$ cat src/rtl/alu_pkg.sv
// Shared ALU definitions: opcode encodings, default data width, opcode legality.
package alu_pkg;

    localparam int ALU_W = 16;

    localparam logic [3:0] OP_NOOP  = 4'b0000;
    localparam logic [3:0] OP_ADD   = 4'b0001;
    localparam logic [3:0] OP_SUB   = 4'b0010;
    localparam logic [3:0] OP_MULT  = 4'b0011;
    localparam logic [3:0] OP_DIV   = 4'b0100;
    localparam logic [3:0] OP_AND   = 4'b0101;
    localparam logic [3:0] OP_OR    = 4'b0110;
    localparam logic [3:0] OP_XOR   = 4'b0111;
    localparam logic [3:0] OP_NOT   = 4'b1000;
    localparam logic [3:0] OP_RESET = 4'b1111;

    // Encodings 1001..1110 are unassigned; everything else is a real ALU op.
    function automatic logic is_legal_op(input logic [3:0] op);
        return !((op >= 4'b1001) && (op <= 4'b1110));
    endfunction

endpackage

$ cat src/rtl/alu_iq_fifo.sv
// Ring buffer for the issue queue: storage, wrapping pointers, occupancy count.
module alu_iq_fifo #(
    parameter int DW    = 36,
    parameter int DEPTH = 4
) (
    input  logic          clk,
    input  logic          rst,
    input  logic          push,
    input  logic          pop,
    input  logic [DW-1:0] wdata,
    output logic [DW-1:0] rdata,
    output logic          empty,
    output logic          full
);

    localparam int PW = $clog2(DEPTH);

    logic [DEPTH-1:0][DW-1:0] mem;
    logic [PW-1:0]            wr_ptr;
    logic [PW-1:0]            rd_ptr;
    logic [PW:0]              count;
    logic                     do_push;
    logic                     do_pop;

    // Full blocks pushes even when a pop happens on the same edge (no fall-through).
    assign do_push = push && !full;
    assign do_pop  = pop && !empty;

    // Pointer and occupancy update; pointers wrap naturally since DEPTH is a power of two.
    always_ff @(posedge clk) begin
        if (rst) begin
            wr_ptr <= '0;
            rd_ptr <= '0;
            count  <= '0;
        end else begin
            if (do_push) wr_ptr <= wr_ptr + 1'b1;
            if (do_pop)  rd_ptr <= rd_ptr + 1'b1;
            case ({do_push, do_pop})
                2'b10:   count <= count + 1'b1;
                2'b01:   count <= count - 1'b1;
                default: count <= count;
            endcase
        end
    end

    // Storage write; contents need no reset because occupancy gates every read.
    always_ff @(posedge clk) begin
        if (do_push) mem[wr_ptr] <= wdata;
    end

    assign rdata = mem[rd_ptr];
    assign empty = (count == '0);
    assign full  = (count == (PW+1)'(DEPTH));

endmodule

$ cat src/rtl/alu_issue_queue.sv
// Issue stage in front of the accumulator ALU: buffers triples, screens the head
// entry at pop time, and drives registered opcode/operands into the ALU.
module alu_issue_queue
    import alu_pkg::*;
#(
    parameter int W     = ALU_W,
    parameter int DEPTH = 4,
    parameter int CNT_W = 16
) (
    input  logic             clk,
    input  logic             rst,
    input  logic             in_valid,
    output logic             in_ready,
    input  logic [3:0]       in_opcode,
    input  logic [W-1:0]     in_a,
    input  logic [W-1:0]     in_b,
    input  logic             issue_en,
    input  logic             err_clear,
    output logic [3:0]       alu_opcode,
    output logic [W-1:0]     alu_input1,
    output logic [W-1:0]     alu_input2,
    output logic             alu_issued,
    output logic             empty,
    output logic             full,
    output logic             err_div0,
    output logic             err_illegal,
    output logic [CNT_W-1:0] issue_count
);

    localparam int DW = 4 + 2*W;

    logic [DW-1:0] head;
    logic [3:0]    head_op;
    logic [W-1:0]  head_a;
    logic [W-1:0]  head_b;
    logic          push;
    logic          pop;
    logic          sq_div0;
    logic          sq_illegal;

    assign in_ready = !full;
    assign push     = in_valid && in_ready;
    assign pop      = issue_en && !empty;

    alu_iq_fifo #(.DW(DW), .DEPTH(DEPTH)) u_fifo (
        .clk   (clk),
        .rst   (rst),
        .push  (push),
        .pop   (pop),
        .wdata ({in_opcode, in_a, in_b}),
        .rdata (head),
        .empty (empty),
        .full  (full)
    );

    assign {head_op, head_a, head_b} = head;

    // Screening of the head entry; the two causes are mutually exclusive.
    assign sq_div0    = (head_op == OP_DIV) && (head_b == '0);
    assign sq_illegal = !is_legal_op(head_op);

    // ALU drive registers: a popped (possibly squashed) entry, otherwise NOOP/0/0.
    always_ff @(posedge clk) begin
        if (rst) begin
            alu_opcode <= OP_NOOP;
            alu_input1 <= '0;
            alu_input2 <= '0;
            alu_issued <= 1'b0;
        end else if (pop && !sq_div0 && !sq_illegal) begin
            alu_opcode <= head_op;
            alu_input1 <= head_a;
            alu_input2 <= head_b;
            alu_issued <= 1'b1;
        end else begin
            alu_opcode <= OP_NOOP;
            alu_input1 <= '0;
            alu_input2 <= '0;
            alu_issued <= pop;
        end
    end

    // Sticky error flags; a fresh error beats a simultaneous clear.
    always_ff @(posedge clk) begin
        if (rst) begin
            err_div0    <= 1'b0;
            err_illegal <= 1'b0;
        end else begin
            if (pop && sq_div0)    err_div0 <= 1'b1;
            else if (err_clear)    err_div0 <= 1'b0;
            if (pop && sq_illegal) err_illegal <= 1'b1;
            else if (err_clear)    err_illegal <= 1'b0;
        end
    end

    // Saturating count of popped entries, squashed ones included.
    always_ff @(posedge clk) begin
        if (rst)                          issue_count <= '0;
        else if (pop && issue_count != '1) issue_count <= issue_count + 1'b1;
    end

endmodule
$ cat config.mk
export PLATFORM = sky130hd
export DESIGN_NAME = alu_issue_queue
export DESIGN_NICKNAME = d
export VERILOG_FILES = /design/src/rtl/alu_pkg.sv /design/src/rtl/alu_iq_fifo.sv /design/src/rtl/alu_issue_queue.sv
export SDC_FILE = /design/constraint.sdc
export NUM_CORES = 1
export LEC_CHECK = 0
export ABC_AREA = 1
export BUFFER_PORTS_ARGS = -buffer_cell sky130_fd_sc_hd__buf_2
export CORE_MARGIN = 5
export CORE_UTILIZATION = 57
export CTS_BUF_LIST = sky130_fd_sc_hd__clkbuf_8 sky130_fd_sc_hd__clkbuf_16
export CTS_CLUSTER_DIAMETER = 40
export CTS_CLUSTER_SIZE = 25
export DETAILED_ROUTE_END_ITERATION = 16
export PLACE_DENSITY = 0.79
export SYNTH_ARGS = -nofsm -noshare
export SYNTH_HDL_FRONTEND = slang
export SYNTH_SLANG_ARGS = --single-unit
$ cat constraint.sdc
create_clock -name clk -period 3.4 [get_ports clk]
set_input_delay 0 -clock clk [delete_from_list [all_inputs] [get_ports clk]]
set_output_delay 0 -clock clk [all_outputs]
set_load 0.01 [all_outputs]
==> out/qor.csv, run 1 <==
stage,metric,value,unit
outcome,outcome,"complete, no violations",
yosys,number of flip-flops and latches in the synthesized netlist,206,
sta,final worst setup slack,0.926,ns
power_and_ir_drop,Switching Fraction,0.288,
die,die span in x,127,um
placed_design,total half-perimeter wirelength after legalization and detailed placement,9810,um
power_and_ir_drop,net switching power,0.00201,W
worst_setup_path,start of the worst register-to-register path,u_fifo.rd_ptr[0]$_SDFFE_PP0P_,
yosys,"EDFF count, synth",144,
worst_setup_path,"Max FO, Critical Path",75,
sta,setup repair after global routing missed its margin,false,
drt,average detailed-routed wire length per instance,16.8,um
yosys,biggest area consumer among synthesized cells,sky130_fd_sc_hd__edfxtp_1,
power_and_ir_drop,Max VDD drop,0.480,mV
clocking,number of buffers added for setup after CTS,0,
worst_setup_path,endpoint required time on the critical path,3.78,ns
drt,routed vias/inst,5.38,
sta,Tcrit/Tclk final,0.728,
grt,largest net degree at the start of global routing,76,
power_and_ir_drop,Flop pwr share,0.435,
yosys,sequential area share after synthesis,0.714,
drt,Final Routed Wirelength,17200,um
finish,Final Util,0.723,
power_and_ir_drop,share of power burned in the clock network,0.373,
worst_setup_path,endpoint of the most critical register-to-register path,err_illegal$_SDFFE_PP0P_,
power_and_ir_drop,power density over the cells,726,nW/um2
sta,tightest slew margin relative to the limit,0.489,
die,vertical die dimension,127,um
drt,number of DRC markers after the initial detailed-route iteration,493,
clocking,clock sink total,206,
power_and_ir_drop,Int Power,0.00499,W
yosys,share of flip-flops with an asynchronous set or reset after synthesis,0,
finish,share of cells above drive strength 1,0.182,
yosys,post-synthesis instance area,7790,um2
drt,via count,5507,
sta,Slew @ Worst Pin,0.767,ns
yosys,synth top area cells,"sky130_fd_sc_hd__edfxtp_1, sky130_fd_sc_hd__dfxtp_1, sky130_fd_sc_hd__nand2_1",
finish,synthesis-to-finish area growth,23.9,%
worst_setup_path,CP Capture Type,flip-flop,
grt,global-route wire length before repair,27500,um
worst_setup_path,setup slack on the worst flop-to-flop path,0.93,ns
die,starting density of the core,0.584,
yosys,most numerous cell types in the synthesized netlist,"sky130_fd_sc_hd__edfxtp_1, sky130_fd_sc_hd__nand2_1, sky130_fd_sc_hd__nor2_1",
clocking,clock-pin slew of the registers on the worst-case setup and hold paths,0.06,ns
finish,Antenna Cells,0,
yosys,average size of a mapped cell,11.3,um2
sta,final-report max-slew violation count,0,
clocking,CTS max path bufs,3,
clocking,Worst-Skew Late Latency,0.50,ns
power_and_ir_drop,part of the total power dissipated in combinational logic,0.192,
worst_hold_path,class of the tightest hold or removal check,input port to flip-flop,
drt,count of antenna-violating nets left after detailed routing,0,
yosys,most used flip-flop cell after synthesis,sky130_fd_sc_hd__edfxtp_1,
worst_setup_path,CP startpoint kind,flip-flop,
sta,final worst clock skew,0.0109,ns
sta,Final min period,2.47,ns
drt,Residual DRC,0,
drt,first-pass iteration count of the detailed router,5,
sta,total negative slack,0,ns
yosys,number of nets in the synthesized netlist,739,
worst_setup_path,CP startpoint,u_fifo.rd_ptr[0]$_SDFFE_PP0P_,
placed_design,worst slack after detailed placement,1.01,ns
die,I/O pin count,99,
placed_design,final estimated routing congestion in global placement,0.850,
yosys,gate count after technology mapping,691,
clocking,CTS H-Tree Depth,1,
yosys,count of unique library cells instantiated by Yosys,27,
sta,Max Fclk,0.404,GHz
grt,antenna violations before repair,0,
run,maximum capacitance violations,0,
worst_setup_path,Worst Reg2Reg Path Length in Cells,9,
clocking,cell chosen for the clock root,sky130_fd_sc_hd__clkbuf_16,
worst_setup_path,category of the most critical setup path,flip-flop to flip-flop,
worst_setup_path,data arrival time at the worst-slack endpoint,2.85,ns
clocking,TritonCTS clock tree,built,
die,die outline area,16100,um2
grt,overall global routing resource usage,0.212,
yosys,total of warnings raised by yosys,0,
die,placement row count,42,
sta,Hold Fails Final Rpt,0,
grt,total global routing overflow,0,
finish,fin nets,879,
power_and_ir_drop,leakage power summed over all cells,3.86,nW
die,core box area,13300,um2
grt,number of global-route vias before repair,5625,
worst_setup_path,timing endpoint of the critical path,err_illegal$_SDFFE_PP0P_,
yosys,share of the synthesized area in the top cell type,0.555,
placed_design,Port-buffer cells,98,
sta,Setup-failing EPs final,0,
clocking,total clock buffers created by CTS,23,
finish,fill cell instance count of the final layout,896,
-- timing repair --
item	CTS	global route
resized for setup	0	0
hold endpoints to repair	157	0
hold buffers	40	0
-- cell usage in the layout, fill, tap and decap left out, types with 7 or more instances in the layout --
cell,instances
sky130_fd_sc_hd__a21oi_1,19
sky130_fd_sc_hd__buf_2,98
sky130_fd_sc_hd__buf_4,7
sky130_fd_sc_hd__clkbuf_16,24
sky130_fd_sc_hd__dfxtp_1,61
sky130_fd_sc_hd__dlygate4sd3_1,40
sky130_fd_sc_hd__edfxtp_1,144
sky130_fd_sc_hd__inv_1,45
sky130_fd_sc_hd__nand2_1,144
sky130_fd_sc_hd__nand3_1,57
sky130_fd_sc_hd__nor2_1,90
sky130_fd_sc_hd__o21ai_0,43
sky130_fd_sc_hd__o22ai_1,16
-- per-layer routing --
metal  share of wire  global-route usage  up-vias
li1                -                   -     2641
met1            0.40               0.258     2628
met2            0.52               0.385      199
met3           0.060              0.0345       39
met4           0.023              0.0700        0
met5               0                   0        -
-- how the worst min path moves through the flow --
stage / startpoint / slack [ns] / endpoint / cells past startpoint
finish: in_valid / 0.16 / u_fifo.wr_ptr[1]$_SDFFE_PP0P_ / 3
global route: in_valid / 0.21 / u_fifo.wr_ptr[1]$_SDFFE_PP0P_ / 3
CTS: in_valid / 0.15 / u_fifo.wr_ptr[0]$_SDFFE_PP0P_ / 3
detailed placement: in_a[3] / 0.21 / u_fifo.mem[55]$_DFFE_PP_ / 1
global placement: in_b[14] / 0.21 / u_fifo.mem[86]$_DFFE_PP_ / 1
floorplan: in_b[0] / 0.1 / u_fifo.mem[0]$_DFFE_PP_ / 0
-- kinds of logic after synthesis --
logic type	after synthesis	synth area share
adder cells (fa/ha/maj)	7	0.0122
XOR/XNOR	7	0.00787
buffers and inverters	76	0.0432
flip-flops	206	0.714
AO/OA/AOI/OAI	81	0.0557
AND/OR/NAND/NOR	314	0.167
-- power groups by stage --
stage | sequential (W) | combinational [W] | clock [W]
CTS | 0.00304 | 0.00135 | 0.00264
global route | 0.00306 | 0.00153 | 0.00276
floorplan | 0.00312 | 0.000857 | 0
finish | 0.00304 | 0.00135 | 0.00261
detailed placement | 0.00309 | 0.00129 | 0
global placement | 0.00308 | 0.00123 | 0
-- final cells by class --
| class | count | area (um2) | share of cell area |
|---|---|---|---|
| Multi-Input combinational cell | 409 | 1920 | 0.199 |
| Inverter | 46 | 173 | 0.0179 |
| Timing Repair Buffer | 145 | 943 | 0.0977 |
| Sequential cell | 206 | 5570 | 0.577 |
| Clock inverter | 17 | 214 | 0.0222 |
| Tap cell | 176 | 220 | 0.0228 |
| Clock buffer | 25 | 614 | 0.0637 |
-- metrics by stage --
| stage | instance area, um2 | hold WS [ns] | total power (W) | cells |
|---|---|---|---|---|
| floorplan | 7790 | 0.0989 | 0.00397 | 691 |
| global placement | 8420 | 0.209 | 0.00431 | 942 |
| detailed placement | 8420 | 0.215 | 0.00438 | 942 |
| CTS | 9650 | 0.147 | 0.00703 | 1024 |
| global route | 9650 | 0.209 | 0.00734 | 1024 |
| finish | 9650 | 0.157 | 0.00700 | 1024 |
-- state kept, by name, summed over array words and instances, names as in the netlist --
| signal | flops |
|---|---|
| alu_issued | 1 |
| u_fifo.mem | 144 |
| issue_count | 16 |
| alu_input2 | 16 |
| err_div0 | 1 |
| err_illegal | 1 |
| u_fifo.count | 3 |
| alu_opcode | 4 |
| u_fifo.wr_ptr | 2 |
| alu_input1 | 16 |
| u_fifo.rd_ptr | 2 |
-- critical path, cell delays in order, from the launching register on --
cell	delay (ns)
sky130_fd_sc_hd__dfxtp_2	0.34
sky130_fd_sc_hd__buf_4	0.59
sky130_fd_sc_hd__nand2_1	0.14
sky130_fd_sc_hd__nand3_1	0.13
sky130_fd_sc_hd__nand2_1	0.14
sky130_fd_sc_hd__nor2_1	0.13
sky130_fd_sc_hd__nand2_1	0.05
sky130_fd_sc_hd__nand3_1	0.16
sky130_fd_sc_hd__o32ai_1	0.10
sky130_fd_sc_hd__dlygate4sd3_1	0.57
(Power assumes the default switching activity.)
==> run 2: changes to the inputs <==
Clock period 3.4 ns to 2.3 ns, I/O delays scaled along.
==> run 2 against run 1 <==
Worst hold slack got worse by 0.15 ns. Critical endpoint unchanged. Power grew 51%. Sequential power rose by 48%. Register-to-register slack worse by 0.73 ns.
==> out/qor.csv, run 2 (synthesized netlist as in run 1, its figures left out) <==
stage,metric,value,unit,change
worst_setup_path,number of buffers and inverters on the critical path,3,,was 2
finish,"top library cells by usage in the layout, fill and taps aside","sky130_fd_sc_hd__nand2_1, sky130_fd_sc_hd__edfxtp_1, sky130_fd_sc_hd__buf_2, sky130_fd_sc_hd__nor2_1, sky130_fd_sc_hd__dfxtp_1",,unchanged
power_and_ir_drop,Max VDD drop,0.701,mV,was 0.480 mV
worst_setup_path,data arrival time at the worst-slack endpoint,2.49,ns,was 2.85 ns
clocking,CTS H-Tree Depth,1,,unchanged
worst_setup_path,start of the worst register-to-register path,u_fifo.rd_ptr[0]$_SDFFE_PP0P_,,unchanged
finish,share of cells above drive strength 1,0.199,,was 0.182
clocking,total clock buffers created by CTS,25,,was 23
die,die outline area,16100,um2,unchanged
worst_setup_path,most prevalent standard cell on the critical path,sky130_fd_sc_hd__nand2_1,,unchanged
worst_setup_path,peak per-stage delay on the critical path,0.56,ns,was 0.59 ns
worst_hold_path,class of the tightest hold or removal check,input port to flip-flop,,unchanged
worst_setup_path,category of the most critical setup path,flip-flop to flip-flop,,unchanged
clocking,TritonCTS clock tree,built,,unchanged
finish,fill cell instance count of the final layout,896,,unchanged
clocking,CTS max path bufs,3,,unchanged
placed_design,Port-buffer cells,98,,unchanged
worst_setup_path,timing endpoint of the critical path,err_illegal$_SDFFE_PP0P_,,unchanged
power_and_ir_drop,power density over the cells,1080,nW/um2,was 726 nW/um2
sta,final worst clock skew,0.0201,ns,was 0.0109 ns
grt,total global routing overflow,0,,unchanged
finish,fin nets,891,,was 879
clocking,clock sink total,206,,unchanged
finish,synthesis-to-finish area growth,26.3,%,was 23.9%
worst_setup_path,CP startpoint kind,flip-flop,,unchanged
outcome,outcome,"complete, no violations",,unchanged
drt,count of antenna-violating nets left after detailed routing,0,,unchanged
placed_design,Placed Instances,953,,was 942
sta,Hold Fails Final Rpt,0,,unchanged
worst_setup_path,endpoint required time on the critical path,2.68,ns,was 3.78 ns
grt,largest net degree at the start of global routing,37,,was 76
worst_setup_path,Worst path slowest cell,sky130_fd_sc_hd__dlygate4sd3_1,,was sky130_fd_sc_hd__buf_4
drt,via count,5554,,was 5507
drt,Final Routed Wirelength,17800,um,was 17200 um
grt,antenna violations before repair,1,,was 0
grt,overall global routing resource usage,0.218,,was 0.212
drt,highest routed metal layer,met4,,unchanged
die,die span in x,127,um,unchanged
sta,tightest slew margin relative to the limit,0.685,,was 0.489
die,core box area,13300,um2,unchanged
placed_design,total half-perimeter wirelength after legalization and detailed placement,10500,um,was 9810 um
placed_design,final estimated routing congestion in global placement,0.859,,was 0.850
drt,number of DRC markers after the initial detailed-route iteration,513,,was 493
sta,Tcrit/Tclk final,0.915,,was 0.728
sta,final-report max-slew violation count,0,,unchanged
run,maximum capacitance violations,0,,unchanged
grt,number of global-route vias before repair,5675,,was 5625
power_and_ir_drop,Tot Pwr,0.0106,W,was 0.00700 W
sta,setup repair after global routing missed its margin,false,,unchanged
die,starting density of the core,0.584,,unchanged
drt,met1 routed wirelength after detailed routing,7030,um,was 6850 um
clocking,cell chosen for the clock root,sky130_fd_sc_hd__clkbuf_16,,unchanged
sta,Final min period,2.10,ns,was 2.47 ns
drt,first-pass iteration count of the detailed router,5,,unchanged
sta,worst hold slack,0.0102,ns,was 0.157 ns
sta,Slew @ Worst Pin,0.472,ns,was 0.767 ns
die,vertical die dimension,127,um,unchanged
finish,"flip-flop count of the largest register, all copies and words added",144,,unchanged
drt,met3 wire len,1100,um,was 1030 um
worst_setup_path,"Max FO, Critical Path",34,,was 75
drt,Residual DRC,0,,unchanged
sta,Setup-failing EPs final,0,,unchanged
worst_setup_path,CP Capture Type,flip-flop,,unchanged
finish,Reg with most FFs,u_fifo.mem,,unchanged
die,placement row count,42,,unchanged
clocking,Worst-Skew Late Latency,0.51,ns,was 0.50 ns
grt,global-route wire length before repair,28300,um,was 27500 um
worst_setup_path,Levels on crit path,10,,was 9
drt,routed vias/inst,5.35,,was 5.38
worst_setup_path,CP startpoint,u_fifo.rd_ptr[0]$_SDFFE_PP0P_,,unchanged
worst_setup_path,Worst Reg2Reg Path Length in Cells,10,,was 9
drt,average detailed-routed wire length per instance,17.1,um,was 16.8 um
sta,Max Fclk,0.475,GHz,was 0.404 GHz
worst_setup_path,endpoint of the most critical register-to-register path,err_illegal$_SDFFE_PP0P_,,unchanged
worst_setup_path,setup slack on the worst flop-to-flop path,0.20,ns,was 0.93 ns
die,I/O pin count,99,,unchanged
worst_setup_path,top cell family by delay on the critical path,buffers and inverters,,unchanged
drt,routed wire length on met2,9260,um,was 8910 um
clocking,clock-pin slew of the registers on the worst-case setup and hold paths,0.07,ns,was 0.06 ns
worst_setup_path,chain of cells forming the critical path,"inv_2, buf_12, nand2_1, nand3_1, nand2_1, nor2_1, nand2_1, nand3_1, o32ai_1, dlygate4sd3_1",,"was buf_4, nand2_1, nand3_1, nand2_1, nor2_1, nand2_1, nand3_1, o32ai_1, dlygate4sd3_1"
power_and_ir_drop,leakage power summed over all cells,3.95,nW,was 3.86 nW
finish,final instance count without filler cells,1038,,was 1024
-- run 2: changes by cell type in the layout (fill, tap and decap cells not counted), sizes merged --
cell,change
bufinv,-3
clkinv,+9
inv,-2
clkinvlp,-1
dlygate4sd3,-1
buf,+11
diode,+1
-- run 2: routing by layer --
layer / vias up / global-route usage
li1: 2675 / -
met1: 2635 / 0.272
met4: 0 / 0.0669
met2: 209 / 0.392
met5: - / 0
met3: 35 / 0.0328
-- run 2: through the flow --
stage | setup WS (ns) | util | cell area, um2 | setup TNS, ns
after floorplan | -0.401 | - | 7790 | -57.79
after global placement | 0.357 | 0.641 | 8560 | 0
after detailed placement | 0.267 | 0.641 | 8560 | 0
after CTS | 0.189 | 0.737 | 9830 | 0
after global routing | 0.0862 | 0.737 | 9840 | 0
final | 0.196 | 0.737 | 9840 | 0
-- run 2: worst reg2reg max path, cell delays in order, from the launching register on --
cell                            delay, ns
sky130_fd_sc_hd__dfxtp_2             0.35
sky130_fd_sc_hd__inv_2               0.16
sky130_fd_sc_hd__buf_12              0.22
sky130_fd_sc_hd__nand2_1             0.08
sky130_fd_sc_hd__nand3_1             0.09
sky130_fd_sc_hd__nand2_1             0.14
sky130_fd_sc_hd__nor2_1              0.15
sky130_fd_sc_hd__nand2_1             0.06
sky130_fd_sc_hd__nand3_1             0.09
sky130_fd_sc_hd__o32ai_1             0.09
sky130_fd_sc_hd__dlygate4sd3_1       0.56
-- run 2: worst min path at each step --
stage               startpoint                       endpoint  cells past startpoint
detailed placement     in_a[7]       u_fifo.mem[23]$_DFFE_PP_                      1
finish                in_valid  u_fifo.wr_ptr[1]$_SDFFE_PP0P_                      4
CTS                   in_valid   u_fifo.count[0]$_SDFFE_PP0P_                      4
global placement       in_b[2]       u_fifo.mem[38]$_DFFE_PP_                      1
global route          in_valid  u_fifo.wr_ptr[1]$_SDFFE_PP0P_                      4
floorplan              in_b[0]        u_fifo.mem[0]$_DFFE_PP_                      0
-- run 2: cell type report --
type,instances,area [um2],area share
clock buffer,25,626,0.0636
tap,176,220,0.0224
inverter,46,173,0.0175
timing repair buffer,155,1070,0.108
clock inverter,20,259,0.0263
sequential,206,5570,0.566
antenna,1,2.50,0.000254
multi-input combinational,409,1930,0.196
-- run 2: timing repair --
item                       in CTS  in global routing
setup endpoints to repair       0                 26
hold buffers                   39                  0
hold endpoints to repair      155                  0
buffers inserted                0                  0
resized for setup               0                  1
-- run 2: power by group --
part           leakage, nW  switching (W)  internal [W]  total [W]
registers             1.82       0.000139       0.00437    0.00450
logic                 1.70        0.00142      0.000698    0.00212
clock network        0.420        0.00174       0.00224    0.00397
==> run 3: changes to the inputs <==
Settings changed: MAX_ROUTING_LAYER set to met4.
==> run 3 against run 2 <==
Register-to-register slack about the same. Utilization did not move. Worst hold slack gained 0.0010 ns. Wire length about the same. Sequential cell count unchanged. Final cell count unchanged. Critical path type unchanged. Critical path depth unchanged. Largest power group unchanged. Power hardly changed. First-iteration DRC count down 6.2%. Clock skew decreased by 0.0017 ns.
==> out/qor.csv, run 3 (synthesized netlist as in run 1, its figures left out) <==
stage,metric,value,unit,change
die,core box area,13300,um2,unchanged
drt,number of DRC markers after the initial detailed-route iteration,481,,was 513
sta,tightest slew margin relative to the limit,0.692,,was 0.685
finish,Seq. cell area,5570,um2,unchanged
die,I/O pin count,99,,unchanged
power_and_ir_drop,Max VDD drop,0.700,mV,was 0.701 mV
grt,number of global-route vias before repair,5672,,was 5675
sta,total negative slack,0,ns,unchanged
worst_setup_path,peak per-stage delay on the critical path,0.56,ns,about the same
power_and_ir_drop,Switching Fraction,0.311,,about the same
clocking,CTS max path bufs,3,,unchanged
power_and_ir_drop,net switching power,0.00329,W,about the same
worst_setup_path,"Max FO, Critical Path",34,,unchanged
drt,average detailed-routed wire length per instance,17.1,um,about the same
power_and_ir_drop,Int Power,0.00730,W,about the same
worst_setup_path,Worst path slowest cell,sky130_fd_sc_hd__dlygate4sd3_1,,unchanged
run,maximum capacitance violations,0,,unchanged
grt,largest net degree at the start of global routing,37,,unchanged
sta,final-report max-slew violation count,0,,unchanged
placed_design,total half-perimeter wirelength after legalization and detailed placement,10500,um,unchanged
clocking,clock-pin slew of the registers on the worst-case setup and hold paths,0.07,ns,about the same
power_and_ir_drop,part of the total power dissipated in combinational logic,0.201,,was 0.200
clocking,number of buffers added for setup after CTS,0,,unchanged
power_and_ir_drop,share of power burned in the clock network,0.374,,was 0.375
clocking,total clock buffers created by CTS,25,,unchanged
worst_setup_path,top cell family by delay on the critical path,buffers and inverters,,unchanged
drt,via count,5627,,was 5554
clocking,cell chosen for the clock root,sky130_fd_sc_hd__clkbuf_16,,unchanged
drt,count of antenna-violating nets left after detailed routing,0,,unchanged
finish,"top library cells by usage in the layout, fill and taps aside","sky130_fd_sc_hd__nand2_1, sky130_fd_sc_hd__edfxtp_1, sky130_fd_sc_hd__buf_2, sky130_fd_sc_hd__nor2_1, sky130_fd_sc_hd__dfxtp_1",,unchanged
sta,Max Fclk,0.477,GHz,was 0.475 GHz
worst_setup_path,number of buffers and inverters on the critical path,3,,unchanged
sta,final worst clock skew,0.0184,ns,was 0.0201 ns
grt,antenna violations before repair,1,,unchanged
grt,overall global routing resource usage,0.224,,was 0.218
power_and_ir_drop,leakage power summed over all cells,3.95,nW,unchanged
placed_design,final estimated routing congestion in global placement,0.873,,was 0.859
die,vertical die dimension,127,um,unchanged
finish,"flip-flop count of the largest register, all copies and words added",144,,unchanged
grt,global-route wire length before repair,28300,um,about the same
finish,synthesis-to-finish area growth,26.3,%,unchanged
finish,share of cells above drive strength 1,0.199,,unchanged
sta,Final min period,2.09,ns,was 2.10 ns
clocking,clock sink total,206,,unchanged
drt,Final Routed Wirelength,17800,um,about the same
power_and_ir_drop,power density over the cells,1080,nW/um2,about the same
finish,fin nets,891,,unchanged
sta,setup repair after global routing missed its margin,false,,unchanged
worst_setup_path,CP Capture Type,flip-flop,,unchanged
sta,Setup-failing EPs final,0,,unchanged
finish,Final Util,0.737,,unchanged
clocking,Worst-Skew Late Latency,0.51,ns,about the same
drt,Residual DRC,0,,unchanged
finish,fill cell instance count of the final layout,896,,unchanged
sta,Hold Fails Final Rpt,0,,unchanged
finish,area of the multi-input gates,1930,um2,unchanged
power_and_ir_drop,Flop pwr share,0.425,,about the same
worst_hold_path,class of the tightest hold or removal check,input port to flip-flop,,unchanged
clocking,CTS H-Tree Depth,1,,unchanged
finish,Reg with most FFs,u_fifo.mem,,unchanged
die,starting density of the core,0.584,,unchanged
drt,first-pass iteration count of the detailed router,6,,was 5
clocking,TritonCTS clock tree,built,,unchanged
die,die outline area,16100,um2,unchanged
worst_setup_path,category of the most critical setup path,flip-flop to flip-flop,,unchanged
outcome,outcome,"complete, no violations",,unchanged
grt,total global routing overflow,0,,unchanged
finish,post-layout instance area,9840,um2,unchanged
placed_design,Port-buffer cells,98,,unchanged
worst_setup_path,most prevalent standard cell on the critical path,sky130_fd_sc_hd__nand2_1,,unchanged
sta,Slew @ Worst Pin,0.461,ns,was 0.472 ns
die,placement row count,42,,unchanged
worst_setup_path,CP startpoint kind,flip-flop,,unchanged
worst_setup_path,data arrival time at the worst-slack endpoint,2.48,ns,was 2.49 ns
sta,Tcrit/Tclk final,0.911,,was 0.915
worst_setup_path,endpoint required time on the critical path,2.69,ns,was 2.68 ns
die,die span in x,127,um,unchanged
placed_design,post-detailed-placement cell area,8560,um2,unchanged
worst_setup_path,chain of cells forming the critical path,"inv_2, buf_12, nand2_1, nand3_1, nand2_1, nor2_1, nand2_1, nand3_1, o32ai_1, dlygate4sd3_1",,unchanged
drt,routed vias/inst,5.42,,was 5.35
==> run 3: cell counts in the layout (fill, tap and decap cells not counted) <==
Identical to the previous run, type by type.
==> run 3: final cells by class <==
| type | count | area share |
|---|---|---|
| clock buffer | 25 | 0.0636 |
| inverter | 46 | 0.0175 |
| multi-input combinational | 409 | 0.196 |
| timing repair buffer | 155 | 0.108 |
| sequential | 206 | 0.566 |
| clock inverter | 20 | 0.0263 |
| tap | 176 | 0.0224 |
| antenna | 1 | 0.000254 |
==> run 3: final timing paths <==
check / from / end / slack, ns / cells after the start
setup reg to reg: u_fifo.rd_ptr[0]$_SDFFE_PP0P_ / err_illegal$_SDFFE_PP0P_ / 0.21 / 10
hold / removal: in_valid / u_fifo.wr_ptr[1]$_SDFFE_PP0P_ / 0.01 / 4
hold reg to reg: u_fifo.count[2]$_SDFFE_PP0P_ / u_fifo.count[2]$_SDFFE_PP0P_ / 0.50 / 2
setup / recovery: u_fifo.rd_ptr[0]$_SDFFE_PP0P_ / err_illegal$_SDFFE_PP0P_ / 0.21 / 10
==> run 3: worst min-delay path, delay by kind of cell <==
family	cells	cell delay (ns)
AOI/OAI and AO/OA	1	0.14
buffers and inverters	2	0.26
and+or+nand+nor	1	0.07
==> run 3: repair_timing <==
item | CTS | global route
setup endpoints to repair | 0 | 26
endpoints found under the hold margin | 155 | 0
hold buffers | 39 | 0
gates resized for setup | 0 | 1
==> run 3: metal layers <==
layer	wire length, um	global-route usage	vias to the layer above	part of all wire
li1	-	-	2671	-
met1	6950	0.273	2697	0.39
met2	9320	0.391	226	0.52
met3	1140	0.0324	33	0.064
met4	350	0.0669	0	0.020
met5	0	-	-	0
==> run 3: power by group through the flow <==
stage | logic [W] | registers (W) | clock network (W)
floorplan | 0.00127 | 0.00461 | 0
global placement | 0.00194 | 0.00456 | 0
detailed placement | 0.00202 | 0.00457 | 0
CTS | 0.00210 | 0.00450 | 0.00400
global route | 0.00236 | 0.00453 | 0.00418
finish | 0.00212 | 0.00450 | 0.00397
==> run 3: stage by stage <==
stage          std cells  hold slack, ns  setup WS, ns  power, W
2_1_floorplan        691          0.0989        -0.401   0.00588
3_3_place_gp         953           0.211         0.357   0.00650
3_5_place_dp         953           0.219         0.267   0.00659
4_1_cts             1037         0.00366         0.189    0.0106
5_1_grt             1038          0.0136        0.0710    0.0111
6_report            1038          0.0112         0.205    0.0106
